[config.mk]
export PLATFORM = sky130hd
export DESIGN_NAME = id_ex_pipeline_reg
export DESIGN_NICKNAME = d
export VERILOG_FILES = /design/src/rtl/id_ex_pipeline_reg.sv
export SDC_FILE = /design/constraint.sdc
export NUM_CORES = 1
export LEC_CHECK = 0
export ABC_AREA = 1
export CORE_MARGIN = 4
export CORE_UTILIZATION = 30
export CTS_CLUSTER_SIZE = 25
export DETAILED_ROUTE_END_ITERATION = 6
export SLEW_MARGIN = 25
export SYNTH_ARGS = -nofsm -noshare
export SYNTH_HDL_FRONTEND = slang
export SYNTH_SLANG_ARGS = --single-unit
[constraint.sdc]
create_clock -name clk -period 4.2 [get_ports clk]
set_clock_uncertainty 0.2 [all_clocks]
set_input_delay 0.63 -clock clk [delete_from_list [all_inputs] [get_ports clk]]
set_output_delay 0.63 -clock clk [all_outputs]
set_load 0.02 [all_outputs]
[src/rtl/id_ex_pipeline_reg.sv]
// ---------------------------------------------------------------------------
// id_ex_pipeline_reg
//   ID/EX pipeline register sitting directly behind the ID-stage register
//   file. Captures the register-file operands, decoded fields and control
//   bundle for the EX stage. A WB-to-ID bypass covers the case where the
//   register file is written in the same cycle it is read. Supports stall
//   (hold) and flush (bubble), and keeps saturating debug counters for both.
//
// Ports
//   clk, rst_n            clock, asynchronous active-low reset
//   stall, flush          hold EX contents / insert a bubble (flush wins)
//   id_*                  instruction fields arriving from ID
//   wb_regwrite/
//   wb_writereg/
//   wb_writedata          register-file write happening this cycle
//   ex_*                  registered EX-stage copy of the instruction
//   stall_count           cycles spent holding (saturating)
//   flush_count           bubbles inserted (saturating)
// ---------------------------------------------------------------------------
module id_ex_pipeline_reg #(
    parameter int CTRL_W = 9,
    parameter int CNT_W  = 16
) (
    input  logic              clk,
    input  logic              rst_n,
    input  logic              stall,
    input  logic              flush,
    input  logic              id_valid,
    input  logic [31:0]       id_pc4,
    input  logic [31:0]       id_readdata1,
    input  logic [31:0]       id_readdata2,
    input  logic [4:0]        id_rs,
    input  logic [4:0]        id_rt,
    input  logic [4:0]        id_rd,
    input  logic [31:0]       id_imm,
    input  logic [CTRL_W-1:0] id_ctrl,
    input  logic              wb_regwrite,
    input  logic [4:0]        wb_writereg,
    input  logic [31:0]       wb_writedata,
    output logic              ex_valid,
    output logic [31:0]       ex_pc4,
    output logic [31:0]       ex_readdata1,
    output logic [31:0]       ex_readdata2,
    output logic [31:0]       ex_imm,
    output logic [4:0]        ex_rs,
    output logic [4:0]        ex_rt,
    output logic [4:0]        ex_rd,
    output logic [CTRL_W-1:0] ex_ctrl,
    output logic [CNT_W-1:0]  stall_count,
    output logic [CNT_W-1:0]  flush_count
);

    localparam logic [CNT_W-1:0] CNT_MAX = {CNT_W{1'b1}};
    localparam logic [CNT_W-1:0] CNT_ONE = {{(CNT_W-1){1'b0}}, 1'b1};

    // A WB write targets src this cycle; r0 is hardwired and never forwards.
    function automatic logic wb_hit(input logic       regwrite,
                                    input logic [4:0] writereg,
                                    input logic [4:0] src);
        return regwrite && (writereg != 5'd0) && (writereg == src);
    endfunction

    // Saturating increment: sticks at all-ones instead of wrapping.
    function automatic logic [CNT_W-1:0] sat_inc(input logic [CNT_W-1:0] c);
        return (c == CNT_MAX) ? c : (c + CNT_ONE);
    endfunction

    logic              valid_r,  valid_s;
    logic [31:0]       pc4_r,    pc4_s;
    logic [31:0]       rd1_r,    rd1_s;
    logic [31:0]       rd2_r,    rd2_s;
    logic [31:0]       imm_r,    imm_s;
    logic [4:0]        rs_r,     rs_s;
    logic [4:0]        rt_r,     rt_s;
    logic [4:0]        rd_r,     rd_s;
    logic [CTRL_W-1:0] ctrl_r,   ctrl_s;
    logic [CNT_W-1:0]  scnt_r,   scnt_s;
    logic [CNT_W-1:0]  fcnt_r,   fcnt_s;

    logic              load_hit1_s, load_hit2_s;
    logic              hold_hit1_s, hold_hit2_s;

    // Forwarding decisions: load path compares against ID specifiers, the
    // stall path refreshes a held valid entry whose sources are written now.
    always_comb begin
        load_hit1_s = wb_hit(wb_regwrite, wb_writereg, id_rs);
        load_hit2_s = wb_hit(wb_regwrite, wb_writereg, id_rt);
        hold_hit1_s = valid_r && wb_hit(wb_regwrite, wb_writereg, rs_r);
        hold_hit2_s = valid_r && wb_hit(wb_regwrite, wb_writereg, rt_r);
    end

    // Next-state selection with priority flush > stall > load.
    always_comb begin
        valid_s = valid_r;
        pc4_s   = pc4_r;
        rd1_s   = rd1_r;
        rd2_s   = rd2_r;
        imm_s   = imm_r;
        rs_s    = rs_r;
        rt_s    = rt_r;
        rd_s    = rd_r;
        ctrl_s  = ctrl_r;
        scnt_s  = scnt_r;
        fcnt_s  = fcnt_r;
        if (flush) begin
            valid_s = 1'b0;
            pc4_s   = 32'd0;
            rd1_s   = 32'd0;
            rd2_s   = 32'd0;
            imm_s   = 32'd0;
            rs_s    = 5'd0;
            rt_s    = 5'd0;
            rd_s    = 5'd0;
            ctrl_s  = {CTRL_W{1'b0}};
            fcnt_s  = sat_inc(fcnt_r);
        end else if (stall) begin
            // Held operands must still observe writebacks, or the value
            // read earlier goes stale while the entry waits.
            if (hold_hit1_s) begin
                rd1_s = wb_writedata;
            end else begin
                rd1_s = rd1_r;
            end
            if (hold_hit2_s) begin
                rd2_s = wb_writedata;
            end else begin
                rd2_s = rd2_r;
            end
            scnt_s = sat_inc(scnt_r);
        end else begin
            valid_s = id_valid;
            pc4_s   = id_pc4;
            rd1_s   = load_hit1_s ? wb_writedata : id_readdata1;
            rd2_s   = load_hit2_s ? wb_writedata : id_readdata2;
            imm_s   = id_imm;
            rs_s    = id_rs;
            rt_s    = id_rt;
            rd_s    = id_rd;
            // An invalid slot must not carry side-effecting control.
            ctrl_s  = id_valid ? id_ctrl : {CTRL_W{1'b0}};
        end
    end

    // EX-stage state register with asynchronous clear.
    always_ff @(posedge clk or negedge rst_n) begin
        if (!rst_n) begin
            valid_r <= 1'b0;
            pc4_r   <= 32'd0;
            rd1_r   <= 32'd0;
            rd2_r   <= 32'd0;
            imm_r   <= 32'd0;
            rs_r    <= 5'd0;
            rt_r    <= 5'd0;
            rd_r    <= 5'd0;
            ctrl_r  <= {CTRL_W{1'b0}};
            scnt_r  <= {CNT_W{1'b0}};
            fcnt_r  <= {CNT_W{1'b0}};
        end else begin
            valid_r <= valid_s;
            pc4_r   <= pc4_s;
            rd1_r   <= rd1_s;
            rd2_r   <= rd2_s;
            imm_r   <= imm_s;
            rs_r    <= rs_s;
            rt_r    <= rt_s;
            rd_r    <= rd_s;
            ctrl_r  <= ctrl_s;
            scnt_r  <= scnt_s;
            fcnt_r  <= fcnt_s;
        end
    end

    assign ex_valid     = valid_r;
    assign ex_pc4       = pc4_r;
    assign ex_readdata1 = rd1_r;
    assign ex_readdata2 = rd2_r;
    assign ex_imm       = imm_r;
    assign ex_rs        = rs_r;
    assign ex_rt        = rt_r;
    assign ex_rd        = rd_r;
    assign ex_ctrl      = ctrl_r;
    assign stall_count  = scnt_r;
    assign flush_count  = fcnt_r;

endmodule

==> impl_metrics.env <==
export IMPL_status="finished, final reports clean"
export IMPL_cts_tree="yes"
export IMPL_synth_area_um2=8730
export IMPL_power_frac_comb_pct=23.5
export IMPL_antenna_found_initial=5
export IMPL_whs_ns=0.00874
export IMPL_max_clock_freq_mhz=346
export IMPL_ctsResizeCount=0
export IMPL_fin_crit_sh_pct=68.9
export IMPL_dp_slack_ns=0.881
export IMPL_synthCells=968
export IMPL_finalSetupTns_ns=0
export IMPL_overflow=0
export IMPL_maxUsedRoutingLayer="met4"
export IMPL_postSynthAreaPerCell_um2=9.02
export IMPL_dieArea_um2=31900
export IMPL_grt_pass1_wl_mm=47.1
export IMPL_detail_route_first_pass_iterations=6
export IMPL_ant_nets=0
export IMPL_final_common_cell="clkdlybuf4s50_1"
export IMPL_die_x_um=179
export IMPL_grt_use_total_pct=19.0
export IMPL_final_hold_violation_count=0
export IMPL_clock_root_buffer="clkbuf_16"
export IMPL_die_y_um=179
export IMPL_critical_path_max_fanout=93
export IMPL_drt_iter0_drc=481
export IMPL_ys_seq_elements=185
export IMPL_vias_per_cell=4.68
export IMPL_num_io_pins=380
export IMPL_fin_ws_ns=1.31
export IMPL_clockBufferDepth=2
export IMPL_clock_latency_ns=0.42
export IMPL_path_clk_slew_ns=0.08
export IMPL_final_setup_viol_count=0
export IMPL_gp_congestion=0.814
export IMPL_end_kind="flop"
export IMPL_synthFlopType="dfrtp_1"
export IMPL_start_util_pct=30.4
export IMPL_synthArstFlopShare_pct=100
export IMPL_max_cap_violations=0
export IMPL_port_buffers=379
export IMPL_nNetsFinal=1514
export IMPL_p_sw_share_pct=31.3
export IMPL_p_total_mw=4.89
export IMPL_start_kind="input pin"
export IMPL_cp_arrival_ns=3.05
export IMPL_reg2reg_depth=10
export IMPL_via_count=8049
export IMPL_met2_wirelength_mm=14.6
export IMPL_synth_nets=1165
export IMPL_routedWlPerCell_um=18.0
export IMPL_relSlewSlack_pct=28.4
export IMPL_final_cell_mix="clkdlybuf4s50_1 (378), nand2_1 (309), dfrtp_1 (185), nand3_1 (100), a22o_1 (71)"
export IMPL_grt_max_degree=94
export IMPL_required_ns=4.35
export IMPL_ys_seq_area_share_pct=53.0
export IMPL_area_growth_syn_to_layout_pct=53.6
export IMPL_max_slew_worst_pin_slew_ns=1.07
export IMPL_route_met3_wl_mm=2.79
export IMPL_synth_edf_count=0
export IMPL_synth_distinct_cells=31
export IMPL_clock_sinks=185
export IMPL_powerDensity_nw_per_um2=365
export IMPL_critPathKind="in2reg"
export IMPL_wl_met1_mm=12.9
export IMPL_rsz0062_at_grt="false"
export IMPL_ys_warnings_count=0
export IMPL_power_frac_seq_pct=42.2
export IMPL_core_um2=28700
export IMPL_htreeDepth=4
export IMPL_total_leakage_power_nw=6.21
export IMPL_p_int_mw=3.36
export IMPL_min_path_type="in2async"
export IMPL_fin_crit_ns=2.89
export IMPL_drt_wl_total_mm=31.0
export IMPL_p_switching_mw=1.53
export IMPL_irDropWorstVdd_uv=245
export IMPL_hpwl_mm=21.8
export IMPL_cts_buffers=17
export IMPL_std_cell_rows=62
export IMPL_drive_above_1_share_pct=5.86
export IMPL_clkPwrFrac_pct=34.2
export IMPL_drc_errors=0
export IMPL_utilization_pct=46.7
export IMPL_slew_viol_final=0
export IMPL_cts_hold_buffers=0
export IMPL_grt_pass1_vias=8194
export IMPL_postCtsSetupBuffers=0
## cell usage after synthesis, types with 9 or more instances
library cell  count  area share [%]
a32o_1            9             1.0
a22o_1           71             7.1
dfrtp_1         185              53
xor2_1           22             2.2
nand3_2          12             1.4
nor2_1           27             1.2
nand3b_1         36             3.1
clkbuf_1         19            0.82
buf_4            10            0.86
xnor2_1          11             1.1
nand3_1         100             5.7
nand2_1         309              13
buf_2            25             1.4
nor3_1           10            0.57
inv_1            67             2.9
o21ai_0          17            0.97
## cell type report
class	instances	area, µm²
repair buffers	390	3910
clock buffers	17	425
diodes	5	12.5
inverters	76	285
well taps	384	480
fillers	2718	15300
flip-flops and latches	185	4630
clock inverters	15	180
multi-input cells	647	3490
## per-stage QoR
step	cells	area (µm²)
floorplan	968	8730
global placement	1682	12800
detailed placement	1682	12800
CTS	1714	13400
global route	1719	13400
finish	1719	13400
## logic make-up after synthesis
group / count (synthesis) / share of synthesized area [%]
compound gates: 101 / 9.68
xor+xnor: 33 / 3.31
fa+ha+maj: 2 / 0.286
buf+inv: 136 / 7.06
flops: 185 / 53.0
simple gates: 511 / 26.6
## worst paths after layout
| path | startpoint | end | slack, ns |
|---|---|---|---|
| min in group clk | ex_readdata2[22]$_DFFE_PN0P_ | ex_readdata2[22]$_DFFE_PN0P_ | 0.28 |
| hold reg to reg | ex_readdata2[22]$_DFFE_PN0P_ | ex_readdata2[22]$_DFFE_PN0P_ | 0.28 |
| hold / removal | rst_n | ex_readdata2[14]$_DFFE_PN0P_ | 0.009 |
| max in group asynchronous | rst_n | ex_readdata2[21]$_DFFE_PN0P_ | 2.81 |
| setup / recovery | flush | ex_pc4[10]$_DFFE_PN0P_ | 1.31 |
| setup reg to reg | ex_rt[3]$_DFFE_PN0P_ | ex_readdata2[23]$_DFFE_PN0P_ | 2.09 |
## worst max-delay path, cell delays in order
cell	delay, ns
clkdlybuf4s50_1	0.65
nor2_4	0.22
buf_4	0.35
buf_4	0.82
a22o_1	0.25
## registers in the layout, summed over array words and instances (netlist names)
| register | cells |
|---|---|
| ex_ctrl | 9 |
| flush_count | 16 |
| ex_valid | 1 |
| ex_readdata1 | 32 |
| ex_pc4 | 32 |
| ex_imm | 32 |
| stall_count | 16 |
| ex_readdata2 | 32 |
| ex_rs | 5 |
| ex_rt | 5 |
| ex_rd | 5 |
## power by group through the flow
stage               Clock [mW]  Combinational [mW]  Sequential [mW]
finish                    1.67                1.15             2.07
floorplan                    0               0.338             2.27
detailed placement           0                1.17             2.10
CTS                       1.74                1.17             2.07
global route              1.81                1.25             2.09
global placement             0                1.16             2.10
## routing by layer
metal | GRT usage (%) | up-vias
li1 | - | 3873
met2 | 30.6 | 322
met1 | 24.2 | 3823
met4 | 5.69 | 0
met5 | 0 | -
met3 | 6.66 | 31
(Power assumes the default switching activity.)
